<file path="src/rtl/multipath_sweep_ctrl_if.sv">
// Bus between the path-sweep controller, the 32-path measurement mux and the readout logic.
// The min/spread signals exist only when SWEEP_SPREAD_EN is defined.
interface multipath_sweep_ctrl_if #(
   parameter int SELW = 5,
   parameter int RW   = 32
);
   logic            start;
   logic [RW-1:0]   result;
   logic            fin;
   logic [SELW-1:0] sel;
   logic [SELW-1:0] rd_addr;
   logic [RW-1:0]   rd_data;
   logic            busy;
   logic            done;
   logic            timeout_err;
   logic [RW-1:0]   max_val;
   logic [SELW-1:0] max_path;
`ifdef SWEEP_SPREAD_EN
   logic [RW-1:0]   min_val;
   logic [SELW-1:0] min_path;
   logic [RW-1:0]   spread;
`endif

   // the sweep controller masters the mux select and publishes the results
   modport master (
      input  start, result, fin, rd_addr,
      output sel, rd_data, busy, done, timeout_err, max_val, max_path
`ifdef SWEEP_SPREAD_EN
      , output min_val, min_path, spread
`endif
   );

   modport slave (
      output start, result, fin, rd_addr,
      input  sel, rd_data, busy, done, timeout_err, max_val, max_path
`ifdef SWEEP_SPREAD_EN
      , input min_val, min_path, spread
`endif
   );
endinterface

</file>
<file path="src/rtl/multipath_sweep_ctrl.sv">
// Automatic sweep over the measurement paths: select, settle, wait for fin, capture, track max.
// Optional min/spread tracking is built when SWEEP_SPREAD_EN is defined.
module multipath_sweep_ctrl #(
   parameter int NPATH   = 32,
   parameter int SELW    = 5,
   parameter int RW      = 32,
   parameter int SETTLE  = 4,
   parameter int TIMEOUT = 4096
) (
   input  logic                  clk250,
   input  logic                  rst_n,
   multipath_sweep_ctrl_if.master bus
);

   localparam int SCW = (SETTLE > 1) ? $clog2(SETTLE) : 1;
   localparam int TCW = (TIMEOUT > 1) ? $clog2(TIMEOUT) : 1;
   localparam logic [SCW-1:0]  SETTLE_LAST = SCW'(SETTLE - 1);
   localparam logic [TCW-1:0]  TO_LAST     = TCW'(TIMEOUT - 1);
   localparam logic [SELW-1:0] LAST_SEL    = SELW'(NPATH - 1);

   typedef enum logic [2:0] {
      ST_IDLE     = 3'd0,
      ST_SETTLE   = 3'd1,
      ST_WAIT_FIN = 3'd2,
      ST_CAPTURE  = 3'd3,
      ST_NEXT     = 3'd4,
      ST_DONE     = 3'd5
   } state_t;

   state_t          state_r;
   logic [SELW-1:0] sel_r;
   logic            busy_r;
   logic            done_r;
   logic            timeout_err_r;
   logic [RW-1:0]   max_val_r;
   logic [SELW-1:0] max_path_r;
   logic [SCW-1:0]  settle_cnt_r;
   logic [TCW-1:0]  to_cnt_r;
   logic [RW-1:0]   path_buf_r [NPATH];

   logic            timeout_hit_s;
   logic            buf_we_s;
   logic [RW-1:0]   buf_wd_s;

   // buffer write: a captured result, or all-ones marking an abandoned path
   always_comb begin
      timeout_hit_s = 1'b0;
      buf_we_s      = 1'b0;
      buf_wd_s      = '0;
      if (state_r == ST_CAPTURE) begin
         buf_we_s = 1'b1;
         buf_wd_s = bus.result;
      end else if ((state_r == ST_WAIT_FIN) && !bus.fin && (to_cnt_r == TO_LAST)) begin
         timeout_hit_s = 1'b1;
         buf_we_s      = 1'b1;
         buf_wd_s      = '1;
      end else begin
         buf_we_s = 1'b0;
      end
   end

   // result buffer, deliberately not reset so stale entries survive an aborted sweep
   always_ff @(posedge clk250) begin
      if (buf_we_s) begin
         path_buf_r[sel_r] <= buf_wd_s;
      end
   end

   // sweep FSM with registered status outputs
   always_ff @(posedge clk250 or negedge rst_n) begin
      if (!rst_n) begin
         state_r       <= ST_IDLE;
         sel_r         <= '0;
         busy_r        <= 1'b0;
         done_r        <= 1'b0;
         timeout_err_r <= 1'b0;
         max_val_r     <= '0;
         max_path_r    <= '0;
         settle_cnt_r  <= '0;
         to_cnt_r      <= '0;
      end else begin
         done_r <= 1'b0;
         case (state_r)
            ST_IDLE: begin
               if (bus.start) begin
                  sel_r         <= '0;
                  timeout_err_r <= 1'b0;
                  max_val_r     <= '0;
                  max_path_r    <= '0;
                  busy_r        <= 1'b1;
                  settle_cnt_r  <= '0;
                  state_r       <= ST_SETTLE;
               end
            end
            ST_SETTLE: begin
               // fin/result of the new path are not trusted until the mux has caught up
               if (settle_cnt_r == SETTLE_LAST) begin
                  to_cnt_r <= '0;
                  state_r  <= ST_WAIT_FIN;
               end else begin
                  settle_cnt_r <= settle_cnt_r + SCW'(1);
               end
            end
            ST_WAIT_FIN: begin
               if (bus.fin) begin
                  state_r <= ST_CAPTURE;
               end else if (timeout_hit_s) begin
                  timeout_err_r <= 1'b1;
                  state_r       <= ST_NEXT;
               end else begin
                  to_cnt_r <= to_cnt_r + TCW'(1);
               end
            end
            ST_CAPTURE: begin
               // strict compare: earlier paths keep ties
               if (bus.result > max_val_r) begin
                  max_val_r  <= bus.result;
                  max_path_r <= sel_r;
               end
               state_r <= ST_NEXT;
            end
            ST_NEXT: begin
               if (sel_r == LAST_SEL) begin
                  done_r  <= 1'b1;
                  state_r <= ST_DONE;
               end else begin
                  sel_r        <= sel_r + SELW'(1);
                  settle_cnt_r <= '0;
                  state_r      <= ST_SETTLE;
               end
            end
            ST_DONE: begin
               busy_r  <= 1'b0;
               state_r <= ST_IDLE;
            end
            default: begin
               busy_r  <= 1'b0;
               state_r <= ST_IDLE;
            end
         endcase
      end
   end

`ifdef SWEEP_SPREAD_EN
   logic [RW-1:0]   min_val_r;
   logic [SELW-1:0] min_path_r;
   logic [RW-1:0]   spread_r;

   // min tracking follows the max path; abandoned paths never reach CAPTURE
   always_ff @(posedge clk250 or negedge rst_n) begin
      if (!rst_n) begin
         min_val_r  <= '0;
         min_path_r <= '0;
         spread_r   <= '0;
      end else begin
         case (state_r)
            ST_IDLE: begin
               if (bus.start) begin
                  min_val_r  <= '1;
                  min_path_r <= '0;
                  spread_r   <= '0;
               end
            end
            ST_CAPTURE: begin
               if (bus.result < min_val_r) begin
                  min_val_r  <= bus.result;
                  min_path_r <= sel_r;
               end
            end
            ST_NEXT: begin
               if (sel_r == LAST_SEL) begin
                  spread_r <= max_val_r - min_val_r;
               end
            end
            default: begin
               min_val_r <= min_val_r;
            end
         endcase
      end
   end

   assign bus.min_val  = min_val_r;
   assign bus.min_path = min_path_r;
   assign bus.spread   = spread_r;
`endif

   assign bus.sel         = sel_r;
   assign bus.busy        = busy_r;
   assign bus.done        = done_r;
   assign bus.timeout_err = timeout_err_r;
   assign bus.max_val     = max_val_r;
   assign bus.max_path    = max_path_r;
   assign bus.rd_data     = path_buf_r[bus.rd_addr];

endmodule

</file>
<file path="src/flat_wrapper.sv">
// flat-port wrapper written by rule: the top's interface ports become plain ports
module multipath_sweep_ctrl_flat 
#(
   parameter int NPATH   = 32,
   parameter int SELW    = 5,
   parameter int RW      = 32,
   parameter int SETTLE  = 4,
   parameter int TIMEOUT = 4096
)
  (clk250, rst_n, bus_start, bus_result, bus_fin, bus_rd_addr, bus_sel, bus_rd_data, bus_busy, bus_done, bus_timeout_err, bus_max_val, bus_max_path);
  multipath_sweep_ctrl_if #(.SELW(SELW), .RW(RW)) bus_i ();
  input  logic clk250;
  input  logic rst_n;
  input wire logic [$bits(bus_i.start)-1:0] bus_start;
  input wire logic [$bits(bus_i.result)-1:0] bus_result;
  input wire logic [$bits(bus_i.fin)-1:0] bus_fin;
  input wire logic [$bits(bus_i.rd_addr)-1:0] bus_rd_addr;
  output wire logic [$bits(bus_i.sel)-1:0] bus_sel;
  output wire logic [$bits(bus_i.rd_data)-1:0] bus_rd_data;
  output wire logic [$bits(bus_i.busy)-1:0] bus_busy;
  output wire logic [$bits(bus_i.done)-1:0] bus_done;
  output wire logic [$bits(bus_i.timeout_err)-1:0] bus_timeout_err;
  output wire logic [$bits(bus_i.max_val)-1:0] bus_max_val;
  output wire logic [$bits(bus_i.max_path)-1:0] bus_max_path;
  assign bus_i.start = bus_start;
  assign bus_i.result = bus_result;
  assign bus_i.fin = bus_fin;
  assign bus_i.rd_addr = bus_rd_addr;
  assign bus_sel = bus_i.sel;
  assign bus_rd_data = bus_i.rd_data;
  assign bus_busy = bus_i.busy;
  assign bus_done = bus_i.done;
  assign bus_timeout_err = bus_i.timeout_err;
  assign bus_max_val = bus_i.max_val;
  assign bus_max_path = bus_i.max_path;
  multipath_sweep_ctrl #(.NPATH(NPATH), .SELW(SELW), .RW(RW), .SETTLE(SETTLE), .TIMEOUT(TIMEOUT)) u_core (.clk250(clk250), .rst_n(rst_n), .bus(bus_i));
endmodule
</file>
<file path="config.mk">
export PLATFORM = sky130hd
export DESIGN_NAME = multipath_sweep_ctrl_flat
export DESIGN_NICKNAME = d
export VERILOG_FILES = /design/src/rtl/multipath_sweep_ctrl_if.sv /design/src/rtl/multipath_sweep_ctrl.sv /design/src/flat_wrapper.sv
export SDC_FILE = /design/constraint.sdc
export NUM_CORES = 1
export LEC_CHECK = 0
export BUFFER_PORTS_ARGS = -buffer_cell sky130_fd_sc_hd__buf_2
export CAP_MARGIN = 30
export CORE_MARGIN = 2
export CORE_UTILIZATION = 40
export DETAILED_ROUTE_END_ITERATION = 7
export HOLD_SLACK_MARGIN = 0.15
export SLEW_MARGIN = 20
export SYNTH_ARGS = -nofsm -noshare
export SYNTH_HDL_FRONTEND = slang
export SYNTH_SLANG_ARGS = --single-unit
</file>
<file path="constraint.sdc">
create_clock -name clk250 -period 3.6 [get_ports clk250]
set_input_delay 0.36 -clock clk250 [delete_from_list [all_inputs] [get_ports clk250]]
set_output_delay 0.36 -clock clk250 [all_outputs]
set_load 0.01 [all_outputs]
</file>
# Word level (Yosys, flattened, before mapping)
# Memory sizes are Yosys's and may differ from the RTL's.
# Cells that the tools add are included.
[totals] mem_bits_rw=1024 register_bits=62 n_memories=1 in_bits=41 elab_cells=85
[memory_table] name="u_core.path_buf_r" depth=32 word_bits=32 read_ports=1 rd_ports_with_merged_regs=0 wr=1 line_no="multipath_sweep_ctrl.sv:39" text="logic [RW-1:0] path_buf_r [NPATH];"
[classes] n_reduce_logical=17 muxes=37 n_eq_ne=16 addsub=3 bitwise_logic=1 magnitude_cmp=1
[op_table] operator="2-to-1 mux 32 bit" n=4
[op_table] operator="one-hot mux 32 bit (2 select lines)" n=1
[op_table] operator="2-to-1 mux 12 bit" n=3
[op_table] operator="> comparator 32 bit" n=1
[op_table] operator="one-hot mux 12 bit (2 select lines)" n=1
[op_table] operator="one-hot mux 5 bit (2 select lines)" n=2
[op_table] operator="2-to-1 mux 3 bit" n=5
[op_table] operator="2-to-1 mux 5 bit" n=3
[op_table] operator="one-hot mux 3 bit (5 select lines)" n=1
[op_table] operator="adder 12 x 1 -> 12 bit (second input constant)" n=1
[op_table] operator="== test 12 bit (second input constant)" n=1
[op_table] operator="inequality test 2 bit (second input constant)" n=6
[op_table] operator="AND reduction 4 bit" n=3
[op_table] operator="2-to-1 mux 1 bit" n=11
[op_table] operator="AND reduction 3 bit" n=3
[op_table] operator="nonzero test 2 bit" n=4
[op_table] operator="== test 3 x 2 -> 1 bit (second input constant)" n=2
[op_table] operator="2-to-1 mux 2 bit" n=3
[op_table] operator="one-hot mux 2 bit (3 select lines)" n=1
[op_table] operator="adder 5 x 1 -> 5 bit (second input constant)" n=1
[op_table] operator="== test 5 bit (second input constant)" n=1
[op_table] operator="inequality test 2 x 1 -> 1 bit (second input constant)" n=2
[op_table] operator="one-hot mux 1 bit (2 select lines)" n=2
[op_table] operator="OR reduction 4 bit" n=1
[op_table] operator="other kinds (11)" n=12

# Longest topological paths before layout
# Gate-level depths: netlist of run 1.
[depth] ltp_word=8 depth_mapped=10 mapped_depth_nobuf=8

# Worst setup path before layout of run 1
# Ideal clock, no wire load.
[synth_timing] path_type="flip-flop to flip-flop" startpoint="reg u_core.state_r[0]" endpoint="mem u_core.path_buf_r[31][0], enable pin" setup_time_ns=0.421 path_stages_with_launch=7 setup_slack_ns=0.068 arrival_ns=3.111 path_cell_list="dfrtp_1 > clkbuf_1 > nor4b_1 > nand3_1 > nand2b_1 > nand2_1 > nor2_1"
[synth_via] elab_chain_len=7 elab_cells_between_ends=8
[synth_lines] item="start: declaration" line_no="multipath_sweep_ctrl.sv:30" text="state_t state_r;"
[synth_lines] item="start signal: assignment" line_no="multipath_sweep_ctrl.sv:72" text="state_r <= ST_IDLE;"
[synth_lines] item="start signal: assignment" line_no="multipath_sweep_ctrl.sv:92" text="state_r <= ST_SETTLE;"
[synth_lines] item="start signal: assignment" line_no="multipath_sweep_ctrl.sv:99" text="state_r <= ST_WAIT_FIN;"
[synth_lines] item="== test 3 x 2 -> 1 bit" line_no="multipath_sweep_ctrl.sv:53" text="end else if ((state_r == ST_WAIT_FIN) && !bus.fin && (to_cnt_r == TO_LAST)) begin"
[synth_lines] item="logical AND 1 bit (2 in a row)" line_no="multipath_sweep_ctrl.sv:53"
[synth_lines] item="2-to-1 mux 1 bit" line_no="multipath_sweep_ctrl.sv:53"
[synth_lines] item="2-to-1 mux 1 bit *" line_no="multipath_sweep_ctrl.sv:50" text="if (state_r == ST_CAPTURE) begin"
[synth_lines] item="2-to-1 mux 1 bit *" line_no="multipath_sweep_ctrl.sv:64" text="if (buf_we_s) begin"
[synth_lines] item="2-to-1 mux 1 bit (implied by the code) *" line_no="multipath_sweep_ctrl.sv:65" text="path_buf_r[sel_r] <= buf_wd_s;"
[synth_lines] item="end: declaration" line_no="multipath_sweep_ctrl.sv:39"
# Mark *: on every way between the ends. The rest lies on a longest branch, timed or not.

# Worst setup path after layout of run 1
[layout_timing] startpoint="reg u_core.max_val_r[8], in the netlist u_core.bus.max_val[8]" endpoint="reg u_core.max_val_r[4], in the netlist u_core.bus.max_val[4]"
[layout_via] elab_chain_len=3
[layout_lines] item="start: declaration" line_no="multipath_sweep_ctrl.sv:35" text="logic [RW-1:0] max_val_r;"
[layout_lines] item="start signal: assignment" line_no="multipath_sweep_ctrl.sv:117" text="max_val_r <= bus.result;"
[layout_lines] item="> comparator 32 bit" line_no="multipath_sweep_ctrl.sv:116" text="if (bus.result > max_val_r) begin"
[layout_lines] item="inequality test 2 bit (no line)"
[layout_lines] item="AND reduction 3 bit (no line)"
# No other way between the ends.
# A chain may end at the register's enable or synchronous reset.

==> results.yml, run 1 <==
min_path:
  hp-class: "primary input to asynchronous set/reset pin"
synth:
  synth_seq_area_share_pct: 75.7
  synthCells: 1919
  syn_nets: 1999
  avgSynthCellArea_sq_um: 22.2
  synthFlopType: "edfxtp_1"
  yosysUniqueCellTypes: 46
  async_reset_ff_share_pct: 5.71
  synth_edf_count: 1024
  post_synth_instance_area_sq_um: 42700
  ys_warn_count: 0
  synth-seq-cells: 1086
job:
  max_cap_violations: 0
setup_path:
  worstPathMaxFanout: 24
  crit_slowest_cell: "a21boi_2"
  critPathLaunch: "u_core.bus.max_val[8]"
  cp_cell_sequence: "inv_1 > ha_1 > nand4_1 > nor3_4 > a21boi_2 > o31ai_1 > a21oi_4 > buf_12 > mux2i_1"
  critPathCaptureType: "register"
  crit_type: "register to register"
  reg2regPathDepth: 9
  critPathMaxStageDelay_ns: 0.58
  worstReg2RegStart: "u_core.bus.max_val[8]"
  crit_family: "compound AO/OA/AOI/OAI gates"
  regToRegSetupSlack_ns: 0.14
  cp_data_required_time_ns: 4.22
  cp.arrival_ns: 4.08
  cp.buffers_inverters: 2
  r2r_end: "u_core.bus.max_val[4]"
  cp-start-kind: "register"
sta:
  tightestPinTransition_ns: 0.923
  finalSetupViolCount: 0
  finalHoldViolations: 0
  fin_skew_ns: 0.0271
  max_clock_freq_ghz: 0.289
  relSlewSlack_pct: 38.3
  finalCritPeriodShare_pct: 96.0
  slew_violations: 0
  rsz0062_at_grt: "no"
  fin_setup_tns_ns: 0
  period_needed_ns: 3.46
floorplan:
  start_util_pct: 40.4
  num_io_pins: 118
  core_sq_um: 106000
  rows: 119
  dieHeight_um: 331
  dieWidth_um: 331
  fp.dieArea_sq_um: 109000
power_and_ir_drop:
  peakVddDrop_mv: 0.384
  p_total_mw: 29.6
  p_per_area_nw_per_um2: 586
  total_leakage_power_nw: 16.7
cts:
  clock-sinks: 1086
  cts-root-buf: "clkbuf_16"
  cts_tree: "done"
  clock_latency_ns: 0.71
  htreeDepth: 3
  clk_pin_slew_ns: 0.06
  cts_buffers: 110
  post_cts_buffers: 0
  clockBufferDepth: 3
finish:
  multi_input_area_sq_um: 10000
  nets: 2310
  antenna_cells: 0
  syn2layout_area_growth_pct: 18.4
  n_fill_cell: 8512
  fin_cells: 3717
  drive_above_1_share_pct: 35.3
  seq_area_sq_um: 32300
grt:
  grt_max_degree: 63
  grt_antenna_before_repair: 2
  grt_overflow_total: 0
  grt_pass1_vias: 21800
  grt_pass1_wl_um: 156000
  grtUsageTotal_pct: 20.1
routing:
  drt_iter0_drc: 2245
  finalWirelength_um: 108000
  drc: 0
  viasPerCell: 5.67
  wl_per_cell_um: 29.2
  antenna_left: 0
  dr.pass1.iters: 7
  vias: 21100
placed_design:
  hpwl_um: 60100
  place_inst: 3459
  gp_congestion: 0.810
  io_buffers: 117
run_status:
  status: "complete, no violations"
## worst max path at each step
stage	endpoint	cells past startpoint
finish	u_core.bus.max_val[4]	9
global route	u_core.bus.max_path[1]	9
CTS	u_core.bus.max_path[1]	9
detailed placement	u_core.bus.max_path[0]	9
global placement	u_core.bus.max_val[25]	9
floorplan	u_core.path_buf_r[31][0]	6
## through the flow
stage                     area [sq um]  hold WS [ns]  util (%)  setup slack, ns
after detailed placement         46200         0.502      43.8           -0.204
after global routing             50500         0.164      47.8           0.0811
after CTS                        50300         0.330      47.6           0.0820
final                            50500         0.137      47.8            0.145
after floorplan                  42700        0.0644         -           0.0675
after global placement           46200         0.469      43.8           -0.896
## synth_stat cells, types with 3 or more instances
cell type / n / share of area, %
a21o_1: 4 / 0.070
a21oi_1: 16 / 0.19
and3_1: 4 / 0.059
and4_1: 3 / 0.062
buf_1: 12 / 0.11
buf_2: 26 / 0.31
buf_4: 4 / 0.070
buf_6: 3 / 0.079
clkbuf_1: 48 / 0.42
dfrtp_1: 62 / 3.6
edfxtp_1: 1024 / 72
ha_1: 39 / 1.1
inv_1: 47 / 0.41
mux2_2: 32 / 0.84
mux2i_1: 40 / 0.94
mux4_2: 320 / 17
nand2_1: 97 / 0.85
nand3_1: 10 / 0.12
nand3b_1: 4 / 0.070
nand4_1: 11 / 0.16
nor2_1: 49 / 0.43
nor3_1: 8 / 0.094
nor4_1: 4 / 0.059
o211ai_1: 3 / 0.053
o21ai_0: 12 / 0.14
xnor2_1: 5 / 0.10
xor2_1: 4 / 0.082
## layer usage
layer	wire, um	GRT usage (%)	vias to the layer above
met5	0	0	-
met4	1980	5.14	0
met3	8250	3.74	134
met2	52200	32.1	886
met1	46000	28.8	11400
li1	-	-	8664
## where the power goes
group          switching (mW)  internal, mW  total [mW]
clock                    4.84          6.82        11.7
sequential              0.221          14.5        14.7
combinational            1.98          1.23        3.21
## what timing repair did
item                       in CTS  in global routing
hold endpoints to repair       99                  0
setup endpoints to repair      37                 36
hold buffers                   35                  0
gates resized for setup         1                  1
## cell type report
type	count	share of cell area, %
sequential	1086	63.9
tap	1391	3.45
timing repair buffer	292	5.01
clock buffer	136	5.90
clock inverter	72	1.49
inverter	47	0.349
multi-input combinational	693	19.9
## kinds of logic after synthesis
logic type / share of synthesized area (%)
flip-flops: 75.7
multiplexers: 18.7
AND/OR/NAND/NOR: 2.12
buffers and inverters: 1.40
AO/OA/AOI/OAI: 0.751
adder cells (fa/ha/maj): 1.14
XOR/XNOR: 0.185
## registers in the layout, indices dropped and copies added, names as in the netlist
name / flops
u_core.bus.max_path: 5
u_core.bus.sel: 5
u_core.to_cnt_r: 12
u_core.state_r: 3
u_core.bus.timeout_err: 1
u_core.bus.done: 1
u_core.bus.max_val: 32
u_core.path_buf_r: 1024
u_core.settle_cnt_r: 2
u_core.bus.busy: 1
## placed cells by master (no fill, tap or decap), types with 4 or more instances in the layout
master and count:
nand4_1 11, nand2_1 97, xor2_1 4, nand3b_1 4, clkinv_2 29, clkbuf_1 14, dlygate4sd3_1 35, clkbuf_8 5
nor3_1 7, mux2i_1 40, ha_1 39, mux4_2 320, inv_1 47, buf_8 16, bufinv_16 13, edfxtp_1 1024
clkbuf_4 4, buf_2 112, o21ai_0 12, buf_4 96, nor2_4 32, clkinv_1 21, dfrtp_1 62, nor4_1 4
buf_12 33, clkbuf_16 113, a21o_1 4, a21oi_1 15, xnor2_1 5, mux2_2 32, nor2_1 17, nand3_1 9
Power figures use the tool's default switching activity.
==> inputs of run 2 (changes only) <==
CORE_UTILIZATION = 26   (was 40)
RECOVER_POWER = 100   (was unset)
clock period = 3.45 ns   (was 3.6 ns; I/O delays follow)
==> run 2 against run 1 <==
Final area barely moved. Critical path depth fell by 2. Largest cell class unchanged. Sequential power rose by 4%. Combinational power rose by 5%. Global-route usage fell by 6.6 points. The run now ends with capacitance limit, slew limit left. Power rose by 1.2%. Routed wire length rose by 5.1%. Non-clock buffer count rose by 25.
==> results.yml, run 2 (synthesis gave the netlist of run 1 again) <==
placed_design:
  dpl-instance-area_sq_um: 47600
  place_inst: 4279
  io_buffers: 117
  gp_congestion: 0.741
  hpwl_um: 67300
  dp_slack_ns: -0.0785
finish:
  syn2layout_area_growth_pct: 18.4
  max_flop_register: "u_core.path_buf_r"
  n_fill_cell: 15600
  largest_reg_flops: 1024
  final_area_sq_um: 50500
  final_cell_mix: "1024 x edfxtp_1, 320 x mux4_2, 105 x clkbuf_16"
  layout_commonest_cell: "edfxtp_1"
  drive_above_1_share_pct: 30.3
  fin_cells: 4508
  nets: 2328
power_and_ir_drop:
  p_per_area_nw_per_um2: 593
  cellInternalPower_mw: 22.6
  swShare_pct: 24.5
  power.switching_mw: 7.35
  peakVddDrop_mv: 0.391
  total_leakage_power_nw: 16.2
  pwr-share-seq_pct: 51.2
  p_clk_share_pct: 37.6
  combinationalPowerShare_pct: 11.3
routing:
  dr.pass1.iters: 5
  vias: 20900
  finalWirelength_um: 114000
  antenna_left: 0
  drt_iter0_drc: 2497
  wl_per_cell_um: 25.3
  drc: 0
  viasPerCell: 4.64
cts:
  cts_tree: "done"
  cts_buffers: 103
  cts-root-buf: "clkbuf_16"
  clock-sinks: 1086
  htreeDepth: 3
  clock_latency_ns: 0.73
  clk_pin_slew_ns: 0.06
  clockBufferDepth: 3
grt:
  grt_overflow_total: 0
  grt.busiest_layer: "met2"
  grtUsageMet2_pct: 20.5
  grt_pass1_wl_um: 161000
  grt_antenna_before_repair: 6
  grt_pass1_vias: 21500
  grtUsageTotal_pct: 13.5
  grt_max_degree: 40
  met3_usage_pct: 2.99
  met1_usage_pct: 19.6
floorplan:
  num_io_pins: 118
  dieWidth_um: 409
  fp.dieArea_sq_um: 167000
  dieHeight_um: 409
  rows: 148
  core_sq_um: 163000
  start_util_pct: 26.2
sta:
  period_needed_ns: 3.24
  rsz0062_at_grt: "no"
  relSlewSlack_pct: -50.1
  fin_skew_ns: 0.0460
  finalHoldViolations: 0
  fin_setup_tns_ns: 0
  max_clock_freq_ghz: 0.309
  slew_violations: 64
  finalSetupViolCount: 0
  finalCritPeriodShare_pct: 93.8
  fin_ws_ns: 0.214
  tightestPinTransition_ns: 2.25
min_path:
  hp-class: "primary input to register"
setup_path:
  cp.buffers_inverters: 4
  crit_type: "primary input to output pin"
  cp_data_required_time_ns: 3.11
  cp-start-kind: "primary input"
  critPathMaxStageDelay_ns: 0.51
  cp_cell_sequence: "buf_8 > clkbuf_4 > buf_12 > mux4_2 > mux4_2 > mux2_1 > buf_2"
  cp.arrival_ns: 2.89
  crit_slowest_cell: "mux4_2"
  crit_family: "multiplexers"
  path_common_cell: "mux4_2"
  worstPathMaxFanout: 19
  critPathCaptureType: "output pin"
run_status:
  status: "finished, violations left"
  violations: "capacitance limit, slew limit"
job:
  max_cap_violations: 2
## run 2: cell type report
| cell class | instances | area (sq um) | share of cell area [%] |
|---|---|---|---|
| multi-input combinational | 693 | 9820 | 19.5 |
| clock inverter | 62 | 588 | 1.16 |
| sequential | 1086 | 32300 | 64.0 |
| inverter | 47 | 176 | 0.349 |
| antenna | 1 | 2.50 | 0.00496 |
| timing repair buffer | 317 | 2160 | 4.28 |
| tap | 2175 | 2720 | 5.39 |
| clock buffer | 127 | 2710 | 5.37 |
## run 2: stage by stage
stage | util [%] | hold slack, ns | power, mW
floorplan | - | 0.0494 | 17.5
CTS | 31.5 | 0.391 | 30.4
detailed placement | 29.2 | 0.341 | 19.1
global placement | 29.2 | 0.476 | 19.1
global route | 31.0 | 0.442 | 31.0
finish | 31.0 | 0.448 | 29.9
## run 2: per-layer routing
metal	vias to the layer above	part of all wire, %
met5	-	0.011
met2	816	45
li1	8680	-
met1	11300	45
met4	2	1.8
met3	147	7.9
## run 2: power groups by stage
| stage | Sequential, mW | Clock, mW | Combinational [mW] |
|---|---|---|---|
| after floorplan | 15.6 | 0 | 1.90 |
| after global placement | 15.6 | 0 | 3.49 |
| after detailed placement | 15.6 | 0 | 3.54 |
| after CTS | 15.3 | 11.5 | 3.59 |
| after global routing | 15.4 | 12.0 | 3.70 |
| final | 15.3 | 11.3 | 3.37 |
## run 2: path summary, 6_finish.rpt
path                                         from                endpoint  slack [ns]  depth (start not counted)
setup / recovery                   bus_rd_addr[0]         bus_rd_data[27]        0.21                          7
max in group asynchronous                   rst_n       u_core.bus.sel[2]        0.60                          4
hold / removal                     bus_result[24]  u_core.bus.max_val[24]        0.45                          4
min in group asynchronous                   rst_n  u_core.bus.max_val[22]        1.46                          4
hold reg to reg            u_core.settle_cnt_r[1]  u_core.settle_cnt_r[1]        0.49                          2
setup reg to reg           u_core.bus.max_val[13]   u_core.bus.max_val[3]        0.24                          9
## run 2: worst reg2reg max path: cells and delay by family, from the launching register on
family	cells	cell delay, ns
compound gates	3	1.36
fa+ha+maj	1	0.41
buf+inv	3	0.57
flops	1	0.37
mux	1	0.28
simple gates	1	0.13
## run 2: repair_timing
action	in CTS	in global routing
gates resized for setup	0	1
hold buffers	37	0
buffers inserted	1	0
endpoints found under the setup margin	28	19
pin swaps	1	0
endpoints found under the hold margin	104	0
